[src/rtl/bit_serial_alu_ctrl.sv]
// Bit-serial ALU sequencer: feeds one external 1-bit ALU slice
// LSB first, threads the carry and assembles the result word.
module bit_serial_alu_ctrl #(
    parameter int WIDTH = 32,
    parameter int CNT_W = $clog2(WIDTH)
) (
    input  logic             clk_i,
    input  logic             rst_i,
    input  logic             start_i,
    input  logic [3:0]       operacion_i,
    input  logic [WIDTH-1:0] a_i,
    input  logic [WIDTH-1:0] b_i,
    output logic             busy_o,
    output logic             done_o,
    output logic [WIDTH-1:0] resultado_o,
    output logic             zero_o,
    output logic             c_o,
    output logic             overflow_o,
    output logic             illegal_o,
    output logic             slice_a_o,
    output logic             slice_b_o,
    output logic             slice_c_o,
    output logic             slice_invert_o,
    output logic             slice_less_o,
    output logic [3:0]       slice_op_o,
    input  logic             slice_res_i,
    input  logic             slice_c_i,
    input  logic             slice_set_i
);

    localparam logic [3:0] OP_AND = 4'b0000;
    localparam logic [3:0] OP_OR  = 4'b0001;
    localparam logic [3:0] OP_ADD = 4'b0010;
    localparam logic [3:0] OP_SLT = 4'b0011;
    localparam logic [3:0] OP_XOR = 4'b0100;
    localparam logic [3:0] OP_SUB = 4'b0110;

    localparam logic [CNT_W-1:0] LAST = CNT_W'(WIDTH - 1);

    typedef enum logic [1:0] {
        S_IDLE,
        S_RUN,
        S_SLT_FIX,
        S_DONE
    } state_t;

    state_t state_q, state_d;

    logic [WIDTH-1:0] a_q, b_q, res_q;
    logic [3:0]       op_q;
    logic [CNT_W-1:0] cnt_q;
    logic             carry_q;
    logic             cin_msb_q, cout_q, set_q;

    logic [WIDTH-1:0] out_q;
    logic             zero_q, c_q, ov_q, ill_q;

    logic             in_legal, in_inv;
    logic             op_inv, op_addsub, is_last;
    logic             slt_bit;
    logic [WIDTH-1:0] run_word, slt_word;

    // Decode of the incoming opcode, used only at accept time.
    always_comb begin
        in_legal = 1'b0;
        in_inv   = 1'b0;
        unique case (operacion_i)
            OP_AND, OP_OR, OP_ADD, OP_XOR: in_legal = 1'b1;
            OP_SUB, OP_SLT: begin
                in_legal = 1'b1;
                in_inv   = 1'b1;
            end
            default: in_legal = 1'b0;
        endcase
    end

    assign op_inv    = (op_q == OP_SUB) || (op_q == OP_SLT);
    assign op_addsub = (op_q == OP_ADD) || (op_q == OP_SUB);
    assign is_last   = (state_q == S_RUN) && (cnt_q == LAST);

    // Word as it will look after the current slice bit is shifted in.
    assign run_word = {slice_res_i, res_q[WIDTH-1:1]};

    // Less-than is the sign of the difference corrected for overflow.
    assign slt_bit  = set_q ^ (cin_msb_q ^ cout_q);
    assign slt_word = {res_q[WIDTH-1:1], slt_bit};

    // State register.
    always_ff @(posedge clk_i) begin
        if (rst_i) state_q <= S_IDLE;
        else       state_q <= state_d;
    end

    // Next-state logic and slice drive; slice is idle outside RUN.
    always_comb begin
        state_d        = state_q;
        slice_a_o      = 1'b0;
        slice_b_o      = 1'b0;
        slice_c_o      = 1'b0;
        slice_invert_o = 1'b0;
        slice_op_o     = 4'b0000;
        unique case (state_q)
            S_IDLE: begin
                if (start_i) begin
                    state_d = in_legal ? S_RUN : S_DONE;
                end
            end
            S_RUN: begin
                slice_a_o      = a_q[0];
                slice_b_o      = b_q[0];
                slice_c_o      = carry_q;
                slice_invert_o = op_inv;
                slice_op_o     = (op_q == OP_SUB) ? OP_ADD : op_q;
                if (is_last) begin
                    state_d = (op_q == OP_SLT) ? S_SLT_FIX : S_DONE;
                end
            end
            S_SLT_FIX: state_d = S_DONE;
            S_DONE:    state_d = S_IDLE;
            default:   state_d = S_IDLE;
        endcase
    end

    // Operand shifting, carry threading and result/flag capture.
    always_ff @(posedge clk_i) begin
        if (rst_i) begin
            a_q       <= '0;
            b_q       <= '0;
            res_q     <= '0;
            op_q      <= 4'b0000;
            cnt_q     <= '0;
            carry_q   <= 1'b0;
            cin_msb_q <= 1'b0;
            cout_q    <= 1'b0;
            set_q     <= 1'b0;
            out_q     <= '0;
            zero_q    <= 1'b0;
            c_q       <= 1'b0;
            ov_q      <= 1'b0;
            ill_q     <= 1'b0;
        end else begin
            unique case (state_q)
                S_IDLE: begin
                    if (start_i) begin
                        out_q <= '0;
                        c_q   <= 1'b0;
                        ov_q  <= 1'b0;
                        if (in_legal) begin
                            a_q       <= a_i;
                            b_q       <= b_i;
                            op_q      <= operacion_i;
                            cnt_q     <= '0;
                            carry_q   <= in_inv;
                            res_q     <= '0;
                            cin_msb_q <= 1'b0;
                            cout_q    <= 1'b0;
                            set_q     <= 1'b0;
                            zero_q    <= 1'b0;
                            ill_q     <= 1'b0;
                        end else begin
                            zero_q <= 1'b1;
                            ill_q  <= 1'b1;
                        end
                    end
                end
                S_RUN: begin
                    a_q     <= a_q >> 1;
                    b_q     <= b_q >> 1;
                    res_q   <= run_word;
                    carry_q <= slice_c_i;
                    cnt_q   <= cnt_q + CNT_W'(1);
                    if (is_last) begin
                        cin_msb_q <= carry_q;
                        cout_q    <= slice_c_i;
                        set_q     <= slice_set_i;
                        if (op_q != OP_SLT) begin
                            out_q  <= run_word;
                            zero_q <= (run_word == '0);
                            c_q    <= op_addsub & slice_c_i;
                            ov_q   <= op_addsub & (carry_q ^ slice_c_i);
                        end
                    end
                end
                S_SLT_FIX: begin
                    res_q  <= slt_word;
                    out_q  <= slt_word;
                    zero_q <= (slt_word == '0);
                    c_q    <= cout_q;
                    ov_q   <= cin_msb_q ^ cout_q;
                end
                S_DONE: begin
                end
                default: begin
                end
            endcase
        end
    end

    assign busy_o       = (state_q != S_IDLE);
    assign done_o       = (state_q == S_DONE);
    assign resultado_o  = out_q;
    assign zero_o       = zero_q;
    assign c_o          = c_q;
    assign overflow_o   = ov_q;
    assign illegal_o    = ill_q;
    assign slice_less_o = 1'b0;

endmodule

[config.mk]
export PLATFORM = sky130hd
export DESIGN_NAME = bit_serial_alu_ctrl
export DESIGN_NICKNAME = d
export VERILOG_FILES = /design/src/rtl/bit_serial_alu_ctrl.sv
export SDC_FILE = /design/constraint.sdc
export NUM_CORES = 1
export LEC_CHECK = 0
export BUFFER_PORTS_ARGS = -buffer_cell sky130_fd_sc_hd__buf_2
export CORE_MARGIN = 1
export CORE_UTILIZATION = 50
export CTS_CLUSTER_DIAMETER = 80
export CTS_CLUSTER_SIZE = 40
export DETAILED_ROUTE_END_ITERATION = 10
export PLACE_DENSITY = 0.76
export SKIP_LAST_GASP = 1
export SLEW_MARGIN = 5
export SYNTH_ARGS = -nofsm -noshare
export SYNTH_HDL_FRONTEND = slang
export SYNTH_SLANG_ARGS = --single-unit
[constraint.sdc]
create_clock -name clk_i -period 2.05 [get_ports clk_i]
set_input_delay 0.205 -clock clk_i [delete_from_list [all_inputs] [get_ports clk_i]]
set_output_delay 0.205 -clock clk_i [all_outputs]
set_load 0.02 [all_outputs]
## After elaboration in Yosys (flattened, before gate mapping)

Index checks and enable logic that the tools add are counted.

- Bits in latches: 0
- Logic and storage cells: 110
- Output and inout bits: 47
- Register bits after elaboration: 146
- Memory bits (read-only): 0
- Bits in writable memories: 0
- Memories: 0
- Input port bits: 74

- Divide/modulo/power cells: 0
- Shifts and indexed selects: 0
- Magnitude comparators: 0
- $add $sub $neg: 1
- Eq/ne operators: 17
- Reduce and logical (&&, ||, !) cells: 19
- Bitwise logic cells: 6
- Muxes and demuxes: 52
- $mul: 0

Operators by type and width:

| cell | number |
|---|---|
| $mux W32 | 9 |
| $pmux W32 S3 | 2 |
| $pmux W32 S2 | 2 |
| $logic_not A32 Y1 | 2 |
| $mux W1 | 23 |
| $eq A4 B2 Y1 const B | 4 |
| $eq A4 B3 Y1 const B | 3 |
| $reduce_and A4 Y1 | 3 |
| $mux W5 | 2 |
| $pmux W5 S2 | 1 |
| $pmux W1 S3 | 3 |
| $mux W4 | 2 |
| $pmux W1 S2 | 4 |
| $pmux W2 S4 | 1 |
| $mux W2 | 3 |
| $ne A2 B2 Y1 const B | 3 |
| $reduce_and A3 Y1 | 2 |
| $reduce_or A6 Y1 | 1 |
| $add A5 B1 Y5 const B | 1 |
| $eq A5 B5 Y1 const B | 1 |
| $eq A2 B2 Y1 const B | 2 |
| $eq A4 B1 Y1 const B | 1 |
| $logic_not A4 Y1 | 1 |
| $ne A4 B2 Y1 const B | 1 |
| 12 further kinds | 18 |

## Longest topological paths before layout

Gate-level depths: netlist of the first run.

- Depth in word-level cells: 6
- Mapped depth: 10
- Gate-level depth less buffers: 8

## Worst setup path after synthesis of the first run

Ideal clock, no wire load.

- Path type: register -> register
- Start: register cnt_q[0]
- End: register out_q[10] (netlist: resultado_o[10])
- Stages on the path, launching flop included: 10
- Setup slack: 0.131 ns
- Data required time: 1.980 ns
- Setup time: 0.070 ns
- Period minus slack after synthesis: 1.919 ns
- Path buffers: 1
- Data arrival time: 1.850 ns
- Cell sequence: dfxtp_1 > ha_1 > and3_1 > ha_1 > nand2b_2 > o21ai_2 > a211oi_4 > buf_6 > nand3_1 > a21oi_1

- Word-level cells in the longest chain between the ends: 4

RTL lines:

| item | line | RTL |
|---|---|---|
| start, declared | 51 | `logic [CNT_W-1:0] cnt_q;` |
| start signal, assigned | 171 | `cnt_q <= cnt_q + CNT_W'(1);` |
| $eq A5 B5 Y1 | 79 | `assign is_last = (state_q == S_RUN) && (cnt_q == LAST);` |
| $logic_and A1 B1 Y1 | 79 |  |
| $ne A2 B2 Y1 (no source line) | -- |  |
| $reduce_and A4 Y1 (no source line) | -- |  |
| end signal, assigned | 177 | `out_q <= run_word;` |
| end signal, assigned | 186 | `out_q <= slt_word;` |
| end, declared | 55 | `logic [WIDTH-1:0] out_q;` |

Every way passes these cells.
A chain may end at the register's enable or synchronous reset.

## Final worst setup path of the first run

- Start: register state_q[1]
- End: output port slice_a_o

- Word-level cells in the longest chain between the ends: 2

RTL lines:

| item | line | RTL |
|---|---|---|
| start, declared | 47 | `state_t state_q, state_d;` |
| start signal, assigned | 91 | `else state_q <= state_d;` |
| $eq A2 B1 Y1 | 102 | `unique case (state_q)` |
| $mux W1 | 102 |  |
| end, declared | 20 | `output logic slice_a_o,` |

Every way passes these cells.

==> results of run 1 <==
==> what timing repair did <==
item                                    in CTS  in global routing
setup buffers                                0                 12
pin swaps                                    1                 16
gates cloned                                 1                  6
endpoints found under the hold margin        0                  0
endpoints found under the setup margin      37                 46
resized for setup                            2                 24
==> report_power, final <==
group,internal [mW],switching (mW)
sequential,3.37,0.295
combinational,1.75,2.38
clock,2.17,1.20
total,7.29,3.87
==> cell type report <==
class / count / area [sq um]
Clock buffer: 25 / 536
Clock inverter: 7 / 118
Fill cell: 1058 / 4390
Inverter: 5 / 18.8
Multi-Input combinational cell: 527 / 3370
Sequential cell: 146 / 2930
Tap cell: 172 / 215
Timing Repair Buffer: 158 / 1140
==> kinds of logic after synthesis <==
kind of cell	Yosys count	share of synthesized area, %
adders and majority gates	6	1.14
xor gates and xnor gates	5	0.664
and+or+nand+nor	262	18.5
buffers and inverters	80	6.21
muxes	63	9.57
AOI/OAI and AO/OA	190	19.5
DFF	146	44.3
other	1	0.0569
==> worst register-to-register path, cell delays in order (launching register included) <==
cell	delay, ps
dfxtp_4	360
ha_4	130
and3_4	190
ha_4	130
nand2b_4	140
o21ai_4	80
a211oi_4	330
buf_6	200
clkbuf_16	160
nand3_1	70
a21oi_1	130
==> synthesized netlist by cell type (all sizes together) (2+ instances only) <==
master    n  area share (%)
inv       5            0.28
a22o     32             4.3
a32o      2            0.30
xor2      5            0.66
nand3    41             3.2
nor3b     3            0.34
dfxtp   146              44
clkbuf   30             1.7
a211oi   65             7.6
and2      6            0.57
nor4      8            0.76
nand4    35             3.3
nand3b    2            0.23
and3      2            0.19
a21oi    82             6.3
nand2    88             5.0
ha        6             1.1
mux2i    63             9.6
nor2     71             4.0
a211o     2            0.28
buf      44             4.1
==> metal layers <==
| metal | global-route usage [%] | vias up | part of all wire [%] |
|---|---|---|---|
| li1 | - | 2938 | - |
| met4 | 8.35 | 0 | 1.9 |
| met2 | 39.2 | 183 | 49 |
| met3 | 6.85 | 29 | 5.0 |
| met1 | 29.7 | 2828 | 44 |
| met5 | 0 | - | 0 |
==> state kept, by name, summed over array words and instances, names as in the netlist <==
signal / count
set_q: 1
a_q: 32
illegal_o: 1
c_o: 1
overflow_o: 1
zero_o: 1
op_q: 4
cout_q: 1
cnt_q: 5
res_q: 31
state_q: 2
resultado_o: 32
carry_q: 1
cin_msb_q: 1
b_q: 32
==> through the flow <==
stage / setup TNS, ps / hold WS [ps] / area (sq um)
2_1_floorplan: 0 / 341 / 6590
3_3_place_gp: -905 / 436 / 7290
3_5_place_dp: -2600 / 444 / 7290
4_1_cts: -951 / 12.5 / 7990
5_1_grt: -299 / 30.3 / 8330
6_report: 0 / 30.6 / 8330
==> final timing paths <==
| kind | endpoint | depth (start not counted) | startpoint |
|---|---|---|---|
| setup reg to reg | resultado_o[8] | 10 | cnt_q[1] |
| setup / recovery | slice_a_o | 5 | state_q[1] |
| hold / removal | a_q[31] | 3 | a_i[31] |
| hold reg to reg | resultado_o[11] | 2 | resultado_o[11] |
==> flow_summary.yaml, run 1 <==
floorplan:
  initial_utilization_pct: 51.8
  dieArea_sq_mm: 0.0136
  die_w_um: 117
  io_pins: 121
  rows: 41
  die_y_um: 117
  design.core.area_sq_mm: 0.0127
pwr:
  peakVddDrop_v: 0.000792
  p_leak_nw: 3.17
  power_mw: 11.2
  p_per_area_mw_per_mm2: 1340
worst_setup_path:
  crit_slowest_cell: "dfxtp_1"
  critical_path.top_delay_family: "buffers and inverters"
  cp_max_fo: 31
  path_class: "reg2out"
  critPathArrivalTime_ps: 1800
  worst_path_largest_cell_delay_ps: 350
  worstPathRequired_ps: 1850
  end_kind: "output port"
  setup.worst_path.start_class: "register"
  ff2ff_setup_slack_ps: 70
  cp_num_buf_inv: 3
  crit_chain: "inv_1, ha_4, buf_16, and2_1, buf_2"
detailed_routing:
  drt_wl_total_mm: 16.7
  via_per_inst: 5.75
  dr.pass1.iters: 7
  wl_per_cell_um: 16.0
  drcViolationCount: 0
  postRouteAntennaNets: 0
  vias: 5978
  drt_iter0_markers: 437
sta:
  max_freq_ghz: 0.498
  rsz0062_at_grt: "yes"
  layout_setup_ws_ps: 42.1
  worst_slew_margin_rel_pct: 55.5
  fin_skew_ps: 12.9
  drv_slew: 0
  fin_crit_sh_pct: 97.9
  worstMarginPinSlew_ps: 667
  min_period_ps: 2010
  setup_viol: 0
  hold_viol: 0
synthesis:
  syn_area_per_cell_sq_um: 8.76
  synthesis.area_sq_mm: 0.00659
  synth_nets: 833
  synth-async-reset-ratio_pct: 0
  yosysSeqAreaShare_pct: 44.3
  synth-seq-cells: 146
  synth_edf_count: 0
  synthCells: 753
  ys_types: 45
  synth_ff_type: "dfxtp_1"
  ys_warn_count: 0
placed_design:
  routabilityCongestion: 0.853
  dp.cells: 989
  dpl_worst_slack_ps: -98.2
  io_buffers: 119
  place_hpwl_mm: 9.41
finish:
  drive_gt1_share_pct: 24.7
  layoutNonFillerInstCount: 1040
  antenna_cells: 0
  layout_commonest_cell: "dfxtp_1"
  mostFrequentLayoutCells: "dfxtp_1 (144), buf_2 (118), nand2_1 (88), a21oi_1 (76), nor2_1 (71)"
  final_nets: 935
  utilization_pct: 65.5
  syn2layout_area_growth_pct: 26.4
clock_tree:
  clk_pin_slew_ps: 60
  insertion_delay_ps: 420
  cts-htree-levels: 4
  cts_tree: "built"
  cts-root-buf: "clkbuf_16"
  cts_num_sinks: 146
  cts_buffers: 17
  cts.path.max_buffers: 2
  ctsHoldBuffers: 0
grt:
  antenna_found_initial: 0
  grt_pass1_vias: 5263
  track_usage_pct: 23.7
  grt_max_degree: 76
  grt_pass1_wl_mm: 25.4
  gr-total-overflow: 0
status:
  status: "finished clean"
run:
  maxCapViolCount: 0
min_path:
  hp-class: "in2reg"
Power figures use the tool's default switching activity.
==> inputs of run 2 (changes only) <==
--- a/config.mk
+++ b/config.mk
@@ -5,13 +5,14 @@
 export SDC_FILE = /design/constraint.sdc
 export NUM_CORES = 1
 export LEC_CHECK = 0
-export BUFFER_PORTS_ARGS = -buffer_cell sky130_fd_sc_hd__buf_2
 export CORE_MARGIN = 1
-export CORE_UTILIZATION = 50
+export CORE_UTILIZATION = 55
 export CTS_CLUSTER_DIAMETER = 80
 export CTS_CLUSTER_SIZE = 40
 export DETAILED_ROUTE_END_ITERATION = 10
-export PLACE_DENSITY = 0.76
+export DONT_BUFFER_PORTS = 1
+export HOLD_SLACK_MARGIN = 0.08
+export PLACE_DENSITY = 0.73
 export SKIP_LAST_GASP = 1
 export SLEW_MARGIN = 5
 export SYNTH_ARGS = -nofsm -noshare
==> flow_summary.yaml, run 2 (synthesized netlist as in run 1, its figures left out) <==
placed_design:
  routabilityCongestion: 0.772
  dp.cells: 839
  place_hpwl_mm: 9.04
  postPlaceCellArea_sq_mm: 0.00661
  dpl_worst_slack_ps: -5.09
  io_buffers: 0
floorplan:
  initial_utilization_pct: 57.0
  dieArea_sq_mm: 0.0124
  die_y_um: 111
  rows: 39
  die_w_um: 111
  io_pins: 121
  design.core.area_sq_mm: 0.0116
worst_setup_path:
  setup.worst_path.start_class: "register"
  path_class: "reg2reg"
  crit_path_start: "state_q[1]"
  critPathArrivalTime_ps: 2300
  cp_max_fo: 6
  end_kind: "register"
  worstPathRequired_ps: 2350
  rr_startpoint: "state_q[1]"
detailed_routing:
  postRouteAntennaNets: 0
  dr.pass1.iters: 10
  wl_per_cell_um: 17.2
  drt_wl_total_mm: 15.1
  drcViolationCount: 5
  via_per_inst: 6.10
  vias: 5367
  drt_iter0_markers: 350
sta:
  fin_skew_ps: 8.08
  rsz0062_at_grt: "yes"
  layout_setup_ws_ps: 41.4
  max_freq_ghz: 0.498
  fin_crit_sh_pct: 98.0
  whs_ps: -136
  hold_viol: 145
  worstMarginPinSlew_ps: 608
  setup_viol: 0
  worst_slew_margin_rel_pct: 59.5
  drv_slew: 0
  min_period_ps: 2010
finish:
  final_nets: 804
  syn2layout_area_growth_pct: 12.4
  layout_commonest_cell: "dfxtp_1"
  antenna_cells: 0
  layoutNonFillerInstCount: 880
  mostFrequentLayoutCells: "dfxtp_1 (143), nand2_1 (88), a21oi_1 (80), nor2_1 (70), a211oi_1 (64)"
  finalInstanceArea_sq_mm: 0.00741
  drive_gt1_share_pct: 10.3
  utilization_pct: 64.1
clock_tree:
  cts_tree: "built"
  cts-root-buf: "clkbuf_16"
  insertion_delay_ps: 420
  clk_pin_slew_ps: 50
  cts_buffers: 17
  cts-htree-levels: 4
  cts.path.max_buffers: 2
  cts_num_sinks: 146
pwr:
  p_leak_nw: 2.52
  power_mw: 10.3
  peakVddDrop_v: 0.000713
  p_per_area_mw_per_mm2: 1390
grt:
  track_usage_pct: 24.2
  antenna_found_initial: 0
  grt_pass1_vias: 5053
  grt_pass1_wl_mm: 24.2
  grt_max_degree: 148
  gr-total-overflow: 0
min_path:
  hp-start: "rst_i"
  hp-class: "in2reg"
status:
  status: "complete, but fails checks"
  violations: "design-rule violations, negative hold slack"
run:
  maxCapViolCount: 0
==> run 2: metal layers <==
layer	GRT usage [%]	part of all wire (%)
met5	0	0
met4	9.37	1.5
met3	7.68	6.5
met2	39.8	49
met1	29.5	43
==> run 2: final cells by class <==
cell class | count | area (sq um)
clock buffers | 21 | 460
clock inverters | 11 | 111
fillers | 959 | 4160
inverters | 5 | 18.8
multi-input cells | 527 | 3310
flip-flops and latches | 146 | 2930
well taps | 143 | 179
repair buffers | 27 | 400
==> run 2: final timing paths <==
path                to  depth (start not counted)  slack [ps]
max          illegal_o                          6          40
max reg2reg  illegal_o                          6          40
min reg2reg    a_q[31]                          2         460
min             b_q[6]                          1        -140
==> run 2: report_power, final <==
part / switching (mW) / internal, mW / leakage (nW)
logic: 2.11 / 1.48 / 1.04
clock network: 1.14 / 1.84 / 0.286
registers: 0.323 / 3.37 / 1.19
==> run 2: worst max-delay path, cell delays in order (launching register included) <==
cell and delay, ps:
dfxtp_1 330, inv_1 150, ha_2 290, buf_4 160, and3_1 290, nor3_1 90
dlygate4sd3_1 570
==> run 2: repair_timing <==
item                                    in CTS  in global routing
resized for setup                            4                 15
gates cloned                                 1                  4
pin swaps                                    0                  5
endpoints found under the setup margin       6                116
buffers inserted                             0                  3
hold endpoints to repair                   146                146
==> run 2: stage by stage <==
stage / TNS, ps / hold slack [ps]
final: 0 / -136
after global routing: -78.9 / -159
after CTS: -37.6 / -160
after detailed placement: -5.09 / 287
after global placement: 0 / 286
after floorplan: 0 / 341
==> inputs of run 3 (changes only) <==
--- a/config.mk
+++ b/config.mk
@@ -7,12 +7,11 @@
 export LEC_CHECK = 0
 export CORE_MARGIN = 1
 export CORE_UTILIZATION = 55
-export CTS_CLUSTER_DIAMETER = 80
 export CTS_CLUSTER_SIZE = 40
 export DETAILED_ROUTE_END_ITERATION = 10
 export DONT_BUFFER_PORTS = 1
 export HOLD_SLACK_MARGIN = 0.08
-export PLACE_DENSITY = 0.73
+export PLACE_DENSITY = 0.78
 export SKIP_LAST_GASP = 1
 export SLEW_MARGIN = 5
 export SYNTH_ARGS = -nofsm -noshare
==> flow_summary.yaml, run 3 (synthesized netlist as in run 1, its figures left out) <==
detailed_routing:
  drt_iter0_markers: 424
  postRouteAntennaNets: 0
  drt_wl_total_mm: 15.1
  vias: 5434
  wl_met1_mm: 6.27
  highest_layer: "met4"
  dr_wl_met3_mm: 1.08
  wl_per_cell_um: 17.2
  dr.pass1.iters: 8
  via_per_inst: 6.17
  met2WireLength_mm: 7.50
  drcViolationCount: 14
worst_setup_path:
  worstPathRequired_ps: 2370
  critPathArrivalTime_ps: 2290
  critical_path.top_delay_family: "buffers and inverters"
  crit_slowest_cell: "dfxtp_1"
  rr_startpoint: "state_q[1]"
  setup.worst_path.start_class: "register"
  cp_num_buf_inv: 4
  path_class: "reg2reg"
  worstReg2RegEnd: "a_q[7]"
  crit_chain: "inv_1, ha_4, buf_4, nor2b_2, a31o_4, buf_12, clkbuf_16, a211oi_1"
  r2r_cells: 8
  worst_path_largest_cell_delay_ps: 370
  cp_max_fo: 33
  ff2ff_setup_slack_ps: 80
  end_kind: "register"
floorplan:
  die_w_um: 111
  design.core.area_sq_mm: 0.0116
  die_y_um: 111
  io_pins: 121
  initial_utilization_pct: 57.0
  dieArea_sq_mm: 0.0124
  rows: 39
clock_tree:
  clk_pin_slew_ps: 50
  cts.path.max_buffers: 2
  insertion_delay_ps: 410
  cts-root-buf: "clkbuf_16"
  cts_num_sinks: 146
  cts_tree: "built"
  cts_buffers: 17
  cts-htree-levels: 4
sta:
  max_freq_ghz: 0.508
  fin_skew_ps: 6.96
  rsz0062_at_grt: "yes"
  whs_ps: -127
  worstMarginPinSlew_ps: 553
  worst_slew_margin_rel_pct: 63.2
  drv_slew: 0
  fin_crit_sh_pct: 96.0
  layout_setup_ws_ps: 81.1
  setup_viol: 0
  tns_ps: 0
  hold_viol: 146
  min_period_ps: 1970
finish:
  fill_cells: 987
  drive_gt1_share_pct: 10.4
  multi_input_area_sq_mm: 0.00333
  final_nets: 806
  layout_commonest_cell: "dfxtp_1"
  seqCellArea_sq_mm: 0.00293
  mostFrequentLayoutCells: "dfxtp_1 (143), nand2_1 (88), a21oi_1 (81), nor2_1 (70), mux2i_1 (63)"
  syn2layout_area_growth_pct: 12.1
  utilization_pct: 63.9
  antenna_cells: 0
  finalInstanceArea_sq_mm: 0.00739
min_path:
  min_to: "b_q[4]"
  hp-start: "rst_i"
  hp-class: "in2reg"
  hold_depth: 1
pwr:
  p_leak_nw: 2.51
  peakVddDrop_v: 0.000774
  power_mw: 10.1
  p_per_area_mw_per_mm2: 1360
grt:
  antenna_found_initial: 0
  grt_max_degree: 148
  gr-total-overflow: 0
  track_usage_pct: 23.4
  grt_pass1_vias: 5092
  grt_pass1_wl_mm: 23.8
status:
  status: "complete, but fails checks"
  violations: "design-rule violations, negative hold slack"
run:
  maxCapViolCount: 0
placed_design:
  place_hpwl_mm: 8.99
  postPlaceCellArea_sq_mm: 0.00661
  io_buffers: 0
  routabilityCongestion: 0.755
  dpl_worst_slack_ps: -109
## run 3: cell types whose count changed in the layout (fill, tap and decap cells not counted), moves of 2 or more
cell       previous run  this run
a211oi_1             64        60
a211oi_2              0         4
buf_4                13        16
bufinv_16             2         0
clkbuf_1              2         5
clkbuf_8              2         4
clkinv_2              7         4
## run 3: metal layers
layer,track usage [%],vias up
met5,0,-
met4,9.46,0
met3,8.60,25
met2,39.4,179
met1,27.0,2557
li1,-,2673
## run 3: layout make-up
| cell class | instances | area share [%] |
|---|---|---|
| Clock buffer | 26 | 6.76 |
| Inverter | 5 | 0.254 |
| Timing Repair Buffer | 29 | 5.49 |
| Tap cell | 143 | 2.42 |
| Clock inverter | 5 | 0.373 |
| Multi-Input combinational cell | 527 | 45.1 |
| Sequential cell | 146 | 39.6 |
## run 3: worst register-to-register path: stages (launching register included)
cell and delay [ps]:
dfxtp_1 370, inv_1 120, ha_4 210, buf_4 140
nor2b_2 160, a31o_4 290, buf_12 160, clkbuf_16 200
a211oi_1 240
## run 3: timing repair
item | in CTS | in global routing
cloned | 0 | 4
setup buffers | 3 | 4
hold endpoints to repair | 146 | 146
resized for setup | 4 | 16
endpoints found under the setup margin | 42 | 135
pin swaps | 1 | 1
## run 3: where the power goes
group / switching, mW / internal [mW]
registers: 0.326 / 3.37
clock network: 1.10 / 1.66
logic: 2.14 / 1.47
## run 3: how the worst max path moves through the flow
stage | startpoint | endpoint | slack, ps | depth (start not counted)
after floorplan | cnt_q[0] | resultado_o[10] | 130 | 9
after global placement | cnt_q[0] | resultado_o[0] | -0.9 | 8
after detailed placement | cnt_q[0] | resultado_o[15] | -110 | 8
after CTS | state_q[0] | res_q[23] | -10 | 7
after global routing | state_q[1] | a_q[7] | -30 | 8
final | state_q[1] | a_q[7] | 80 | 8
## run 3: metrics by stage
step | instances | hold slack (ps)
2_1_floorplan | 753 | 341
3_3_place_gp | 839 | 285
3_5_place_dp | 839 | 286
4_1_cts | 873 | -152
5_1_grt | 881 | -150
6_report | 881 | -127
